`src/rtl/zbus_arbiter.sv`:
```
// Round-robin arbiter lending the Z80 memory bus to two FPGA masters via BUSRQ/BUSAK.
// All outputs registered; the bus is handed back to the Z80 between grants, with no pre-emption.
module zbus_arbiter #(
  parameter int CNT_W   = 8,
  parameter int TIMEOUT = 255,
  parameter int TURN    = 2
) (
  input  logic       clk_fpga,
  input  logic       rst_n,
  input  logic [1:0] req,
  output logic [1:0] gnt,
  output logic       bus_own,
  output logic       z80_busrq_n,
  input  logic       z80_busak_n,
  output logic       busy,
  output logic       timeout_err
);

  typedef enum logic [2:0] {
    IDLE,
    REQ,
    GRANT,
    REL,
    WAIT_REL
  } state_t;

  localparam logic [CNT_W-1:0] TO_LAST   = CNT_W'(TIMEOUT - 1);
  localparam logic [CNT_W-1:0] TURN_LAST = CNT_W'(TURN - 1);
  localparam logic [CNT_W-1:0] CNT_ONE   = CNT_W'(1);

  state_t           state, state_nxt;
  logic [CNT_W-1:0] cnt, cnt_nxt;
  logic [1:0]       ak_sync;
  logic             ak;
  logic             win, win_nxt;
  logic             last, last_nxt;
  logic             pick;
  logic [1:0]       gnt_nxt;
  logic             busrq_n_nxt;
  logic             timeout_err_nxt;

  // BUSAK is asynchronous to clk_fpga; the synchronizer idles at "released".
  assign ak = ~ak_sync[1];

  // On a tie the master that did not win last time goes next.
  always_comb begin
    pick = ~last;
    case (req)
      2'b01:   pick = 1'b0;
      2'b10:   pick = 1'b1;
      default: pick = ~last;
    endcase
  end

  always_comb begin
    state_nxt       = state;
    cnt_nxt         = cnt;
    win_nxt         = win;
    last_nxt        = last;
    gnt_nxt         = gnt;
    busrq_n_nxt     = z80_busrq_n;
    timeout_err_nxt = 1'b0;

    case (state)
      IDLE: begin
        if (req != 2'b00) begin
          win_nxt     = pick;
          last_nxt    = pick;
          busrq_n_nxt = 1'b0;
          cnt_nxt     = '0;
          state_nxt   = REQ;
        end
      end

      REQ: begin
        // A withdrawn request beats an acknowledge arriving in the same cycle.
        if (!req[win]) begin
          busrq_n_nxt = 1'b1;
          state_nxt   = WAIT_REL;
        end else if (ak) begin
          gnt_nxt   = win ? 2'b10 : 2'b01;
          state_nxt = GRANT;
        end else if (cnt == TO_LAST) begin
          busrq_n_nxt     = 1'b1;
          timeout_err_nxt = 1'b1;
          state_nxt       = WAIT_REL;
        end else begin
          cnt_nxt = cnt + CNT_ONE;
        end
      end

      GRANT: begin
        if (!req[win]) begin
          gnt_nxt   = 2'b00;
          cnt_nxt   = '0;
          state_nxt = REL;
        end
      end

      REL: begin
        // Keep BUSRQ asserted while the FPGA drivers turn off.
        if (cnt == TURN_LAST) begin
          busrq_n_nxt = 1'b1;
          state_nxt   = WAIT_REL;
        end else begin
          cnt_nxt = cnt + CNT_ONE;
        end
      end

      WAIT_REL: begin
        if (!ak) begin
          state_nxt = IDLE;
        end
      end

      default: begin
        gnt_nxt     = 2'b00;
        busrq_n_nxt = 1'b1;
        state_nxt   = IDLE;
      end
    endcase
  end

  always_ff @(posedge clk_fpga) begin
    if (!rst_n) begin
      state       <= IDLE;
      cnt         <= '0;
      ak_sync     <= 2'b11;
      win         <= 1'b0;
      last        <= 1'b1;
      gnt         <= 2'b00;
      bus_own     <= 1'b0;
      z80_busrq_n <= 1'b1;
      busy        <= 1'b0;
      timeout_err <= 1'b0;
    end else begin
      state       <= state_nxt;
      cnt         <= cnt_nxt;
      ak_sync     <= {ak_sync[0], z80_busak_n};
      win         <= win_nxt;
      last        <= last_nxt;
      gnt         <= gnt_nxt;
      bus_own     <= |gnt_nxt;
      z80_busrq_n <= busrq_n_nxt;
      busy        <= (state_nxt != IDLE);
      timeout_err <= timeout_err_nxt;
    end
  end

endmodule

```
`config.mk`:
```
export PLATFORM = sky130hd
export DESIGN_NAME = zbus_arbiter
export DESIGN_NICKNAME = d
export VERILOG_FILES = /design/src/rtl/zbus_arbiter.sv
export SDC_FILE = /design/constraint.sdc
export NUM_CORES = 1
export LEC_CHECK = 0
export BUFFER_PORTS_ARGS = -buffer_cell sky130_fd_sc_hd__buf_2
export CAP_MARGIN = 20
export CORE_UTILIZATION = 30
export DETAILED_ROUTE_END_ITERATION = 16
export GPL_TIMING_DRIVEN = 0
export SLEW_MARGIN = 20
export SYNTH_ARGS = -nofsm -noshare
export SYNTH_HDL_FRONTEND = slang
export SYNTH_SLANG_ARGS = --single-unit
```
`constraint.sdc`:
```
create_clock -name clk_fpga -period 2.1 [get_ports clk_fpga]
set_input_delay 0 -clock clk_fpga [delete_from_list [all_inputs] [get_ports clk_fpga]]
set_output_delay 0 -clock clk_fpga [all_outputs]
set_load 0.1 [all_outputs]
```
==> results of run 1 <==
-- cells by family after synthesis --
group,Yosys count,share of synthesized area (%)
simple gates,46,24.46
compound gates,35,22.79
flops,21,40.10
buf+inv,10,4.893
fa+ha+maj,5,5.967
xor+xnor,1,0.8355
mux,1,0.9547
-- worst paths after layout --
| kind | depth (start not counted) | endpoint | slack [ps] |
|---|---|---|---|
| worst max register to register | 6 | cnt[0] | 190 |
| worst min-delay path | 6 | win | 230 |
| worst max-delay path | 6 | cnt[0] | 190 |
| worst min register to register | 1 | ak_sync[1] | 420 |
-- state kept, by name, summed over array words and instances (netlist names) --
name and flops:
timeout_err 1, bus_own 1, ak_sync 2, state 3, win 1, cnt 8
z80_busrq_n 1, busy 1, gnt 2, last 1
-- stage by stage --
step / std cells / util [%]
finish: 182 / 36.60
global route: 182 / 36.60
CTS: 182 / 36.60
detailed placement: 175 / 34.65
global placement: 175 / 34.65
floorplan: 119 / -
-- report_power, final --
part	internal, µW	leakage, µW	switching [µW]
Sequential	423	0.000171	22.6
Combinational	79.3	0.000276	145
Clock	72.6	0.0000139	130
Total	575	0.000462	298
-- worst min-delay path, cell delays in order --
cell,delay [ps]
buf_2,110
inv_1,50
ha_1,150
o211ai_1,90
o21ai_0,70
nor2_1,40
-- metal layers --
metal	up-vias	track usage, %	share of wire (%)	routed length [µm]
met4	0	7.468	1.3	28
met2	11	20.34	48	1033
li1	471	-	-	-
met5	-	0	0	0
met3	2	1.891	2.1	44
met1	420	16.45	48	1032
-- placed cells by master (no fill, tap or decap), types with 2 or more instances in the layout --
cell type       n
dlygate4sd3_1   3
nand3_1         3
nor2b_1         2
and4_1          2
nand2b_1        5
or3_1           6
inv_1           7
nand2_1         6
a21oi_1         9
and3_1          2
nor2_1         12
o21ai_0         4
dfxtp_1        21
a31oi_1         3
ha_1            5
buf_2          12
clkbuf_4        3
o21ai_1         7
-- repair_timing --
action | CTS | global route
endpoints found under the hold margin | 3 | 0
setup endpoints to repair | 8 | 0
hold buffers | 3 | 0
gates resized for setup | 1 | 0
-- Yosys cell counts (all sizes together) --
cell,number
nor4,1
o221a,1
o22a,1
nand2,6
nand3,3
and4,2
a22oi,1
a211oi,1
or2,1
nand2b,5
nor3,1
a32oi,1
xnor2,1
and3,2
o211ai,1
a31oi,3
mux2i,1
or3,6
nand3b,1
nor2,12
inv,7
a2bb2oi,1
o21ai,11
nand4,1
or4,2
dfxtp,21
a21oi,10
o31ai,1
buf,3
nor3b,1
a221o,1
ha,5
o41ai,2
nor2b,2
-- area by class of cell --
cell class / count / area [µm²]
sequential: 21 / 420.4
buffer: 3 / 25.02
tap: 46 / 57.56
inverter: 7 / 26.28
timing repair buffer: 13 / 80.08
multi-input combinational: 88 / 581.8
clock buffer: 3 / 22.52
fill: 359 / 2116
clock inverter: 1 / 7.507
==> flow_metrics.env, run 1 <==
export IMPL_status="complete, no violations"
export IMPL_ant_nets=0
export IMPL_hold_class="in2reg"
export IMPL_coreArea_um2=3337
export IMPL_yosys_cell_types_count=39
export IMPL_setup_violations_final=0
export IMPL_final_setup_worst_slack_ps=193.3
export IMPL_syn_avg_cell_area_um2=8.811
export IMPL_remaining_drc_errors=0
export IMPL_syn_area_um2=1049
export IMPL_fin_area_um2=1221
export IMPL_ys_seq_area_share_pct=40.10
export IMPL_startpoint="cnt[4]"
export IMPL_max_freq_mhz=524.5
export IMPL_worstPathCellList="or4_4 -> o41ai_2 -> o221a_4 -> buf_8 -> xnor2_1 -> nor2_1"
export IMPL_cp_end_kind="flop"
export IMPL_gp_congestion=0.8135
export IMPL_rows=21
export IMPL_synth_largest_area_cell="dfxtp_1"
export IMPL_antenna_found_initial=0
export IMPL_place_ws_ps=-48.69
export IMPL_crit_path_start_kind="flop"
export IMPL_power_uw=872.5
export IMPL_reg2reg_from="cnt[4]"
export IMPL_hold_start="req[1]"
export IMPL_required_ps=2280
export IMPL_cts_root_buffer="clkbuf_4"
export IMPL_cap_violations=0
export IMPL_place_area_um2=1156
export IMPL_cts_tree="yes"
export IMPL_cts_sinks=21
export IMPL_via_per_inst=4.967
export IMPL_tightest_slew_ps=672.6
export IMPL_synth_seq_cells=21
export IMPL_diodes=0
export IMPL_grt_overflow_total=0
export IMPL_critical_path_top_delay_family="simple AND/OR/NAND/NOR gates"
export IMPL_grt_setup_unrepaired="no"
export IMPL_grt_pass1_wl_um=3567
export IMPL_numCtsBuffers=3
export IMPL_yosysWarnings=0
export IMPL_first_iter_violations=9
export IMPL_max_slew_margin_pct=54.89
export IMPL_htreeDepth=1
export IMPL_wirelength_um=2139
export IMPL_critical_path_class="reg2reg"
export IMPL_dr_pass1_iters=4
export IMPL_fin_nets=147
export IMPL_grt_usage_pct=12.79
export IMPL_worst_endpoint_arrival_ps=2090
export IMPL_cp_slowest_cell="or4_4"
export IMPL_crit_buf_inv=1
export IMPL_fin_skew_ps=6.094
export IMPL_drt_wirelength_per_cell_um=11.75
export IMPL_finalCritPeriodShare_pct=90.80
export IMPL_synthCells=119
export IMPL_io_buffers=10
export IMPL_p_leak_uw=0.0004615
export IMPL_drive_gt1_share_pct=17.65
export IMPL_fp_dieW_um=61.12
export IMPL_synthTopCellsByArea="dfxtp_1, ha_1, a21oi_1, nor2_1, or3_1"
export IMPL_clk_pin_slew_ps=130
export IMPL_crit_path_max_fanout=10
export IMPL_clockBufferDepth=2
export IMPL_synth_top_area_share_pct=40.10
export IMPL_dieHeight_um=61.12
export IMPL_max_stage_delay_ps=540
export IMPL_syn_to_final_growth_pct=16.47
export IMPL_ir_drop_v=0.0003649
export IMPL_power_density_nw_per_um2=714.5
export IMPL_grt_max_degree=14
export IMPL_initial_core_util_pct=31.42
export IMPL_holdWs_ps=230.5
export IMPL_vias=904
export IMPL_dieArea_um2=3736
export IMPL_fin_setup_tns_ps=0
export IMPL_postCtsSetupBuffers=0
export IMPL_grt_pass1_vias=822
export IMPL_hold_viol=0
export IMPL_slew_viol_final=0
export IMPL_dp_hpwl_um=1573
export IMPL_io_pins=11
export IMPL_min_period_ps=1907
export IMPL_insertion_delay_ps=310
export IMPL_synth_nets=129
Power figures use the tool's default switching activity.
==> run 2: changes to the inputs <==
- CORE_MARGIN: not set -> 10
==> flow_metrics.env, run 2 (synthesis results as in run 1) <==
export IMPL_status="complete, no violations"
export IMPL_diodes=0
export IMPL_initial_core_util_pct=31.18
export IMPL_grt_overflow_total=0
export IMPL_grt_pass1_vias=885
export IMPL_regMostFlops="cnt"
export IMPL_multi_input_comb_area_um2=581.8
export IMPL_seqPwrFrac_pct=51.4
export IMPL_wirelength_um=2111
export IMPL_io_pins=11
export IMPL_cap_violations=0
export IMPL_coreArea_um2=3363
export IMPL_largestRegisters="cnt x8, state x3"
export IMPL_drt_wirelength_per_cell_um=11.60
export IMPL_sw_frac_of_total_pct=33.40
export IMPL_final_setup_worst_slack_ps=200.4
export IMPL_postCtsSetupBuffers=0
export IMPL_grt_max_degree=12
export IMPL_dp_hpwl_um=1577
export IMPL_power_internal_uw=576.0
export IMPL_dieHeight_um=79.12
export IMPL_power_density_nw_per_um2=710.4
export IMPL_dieArea_um2=6260
export IMPL_finalCritPeriodShare_pct=90.46
export IMPL_antenna_found_initial=0
export IMPL_hold_class="in2reg"
export IMPL_cts_root_buffer="clkbuf_4"
export IMPL_holdWs_ps=236.9
export IMPL_fin_setup_tns_ps=0
export IMPL_max_freq_mhz=526.4
export IMPL_p_clk_share_pct=23.0
export IMPL_fin_skew_ps=5.007
export IMPL_grt_setup_unrepaired="no"
export IMPL_grt_pass1_wl_um=3608
export IMPL_rows=21
export IMPL_insertion_delay_ps=310
export IMPL_p_leak_uw=0.0004625
export IMPL_first_iter_violations=60
export IMPL_fin_area_um2=1217
export IMPL_io_buffers=10
export IMPL_final_cell_mix="dfxtp_1, buf_2, nor2_1, a21oi_1"
export IMPL_fill_cells=377
export IMPL_crit_path_start_kind="flop"
export IMPL_ant_nets=0
export IMPL_p_comb_share_pct=25.6
export IMPL_ir_drop_v=0.0001736
export IMPL_remaining_drc_errors=0
export IMPL_drive_gt1_share_pct=16.91
export IMPL_tightest_slew_ps=605.3
export IMPL_clockBufferDepth=2
export IMPL_worst_endpoint_arrival_ps=2140
export IMPL_regArea_um2=420.4
export IMPL_largest_register_ffs=8
export IMPL_grt_usage_pct=6.717
export IMPL_htreeDepth=1
export IMPL_hold_viol=0
export IMPL_required_ps=2340
export IMPL_reg2reg_setup_slack_ps=200
export IMPL_vias=908
export IMPL_final_common_cell="dfxtp_1"
export IMPL_syn_to_final_growth_pct=16.11
export IMPL_crit_path_max_fanout=8
export IMPL_slew_viol_final=0
export IMPL_setup_violations_final=0
export IMPL_gp_congestion=0.8252
export IMPL_fin_nets=147
export IMPL_max_slew_margin_pct=59.40
export IMPL_numCtsBuffers=3
export IMPL_place_area_um2=1156
export IMPL_dr_pass1_iters=4
export IMPL_critical_path_class="reg2reg"
export IMPL_clk_pin_slew_ps=120
export IMPL_cts_sinks=21
export IMPL_place_ws_ps=51.59
export IMPL_cp_end_kind="flop"
export IMPL_via_per_inst=4.989
export IMPL_power_switching_uw=288.9
export IMPL_cts_tree="yes"
export IMPL_min_period_ps=1900
export IMPL_fp_dieW_um=79.12
-- run 2: stage by stage --
stage                     util, %  cells  power [µW]
after floorplan                 -    119       626.2
after CTS                   36.20    182       870.5
after global placement      34.38    175       666.2
after global routing        36.20    182       903.5
final                       36.20    182       864.9
after detailed placement    34.38    175       671.3
-- run 2: area by class of cell --
class	count	area share, %
Tap cell	46	4.728
Clock buffer	4	2.158
Multi-Input combinational cell	88	47.79
Timing Repair Buffer	13	6.578
Sequential cell	21	34.53
Inverter	7	2.158
Buffer	3	2.055
-- run 2: final timing paths --
check | startpoint | to | cells past startpoint
setup / recovery | cnt[0] | cnt[7] | 6
hold / removal | req[1] | win | 6
hold reg to reg | ak_sync[0] | ak_sync[1] | 1
setup reg to reg | cnt[0] | cnt[7] | 6
-- run 2: power groups by stage --
stage,clock [µW],combinational [µW],sequential (µW)
after floorplan,0,128,499
after global placement,0,214,452
after detailed placement,0,218,454
after CTS,202,224,445
after global routing,211,244,449
final,199,222,445
-- run 2: layer usage --
metal | part of all wire [%] | track usage [%] | wire [µm] | up-vias
met2 | 50 | 12.23 | 1051 | 13
met5 | 0 | 0 | 0 | -
li1 | - | - | - | 467
met1 | 46 | 7.395 | 970 | 424
met3 | 2.0 | 0.6757 | 42 | 4
met4 | 2.2 | 3.763 | 46 | 0
-- run 2: repair_timing --
item / in CTS / in global routing
resized for setup: 1 / 0
setup endpoints to repair: 2 / 0
hold buffers: 3 / 0
hold endpoints to repair: 3 / 0
-- run 2: critical path: stages, from the launching register on --
cell and delay, ps:
dfxtp_1 460, inv_1 110, ha_1 200, and4_1 240, o221a_4 340, or3_1 360, a21oi_1 140
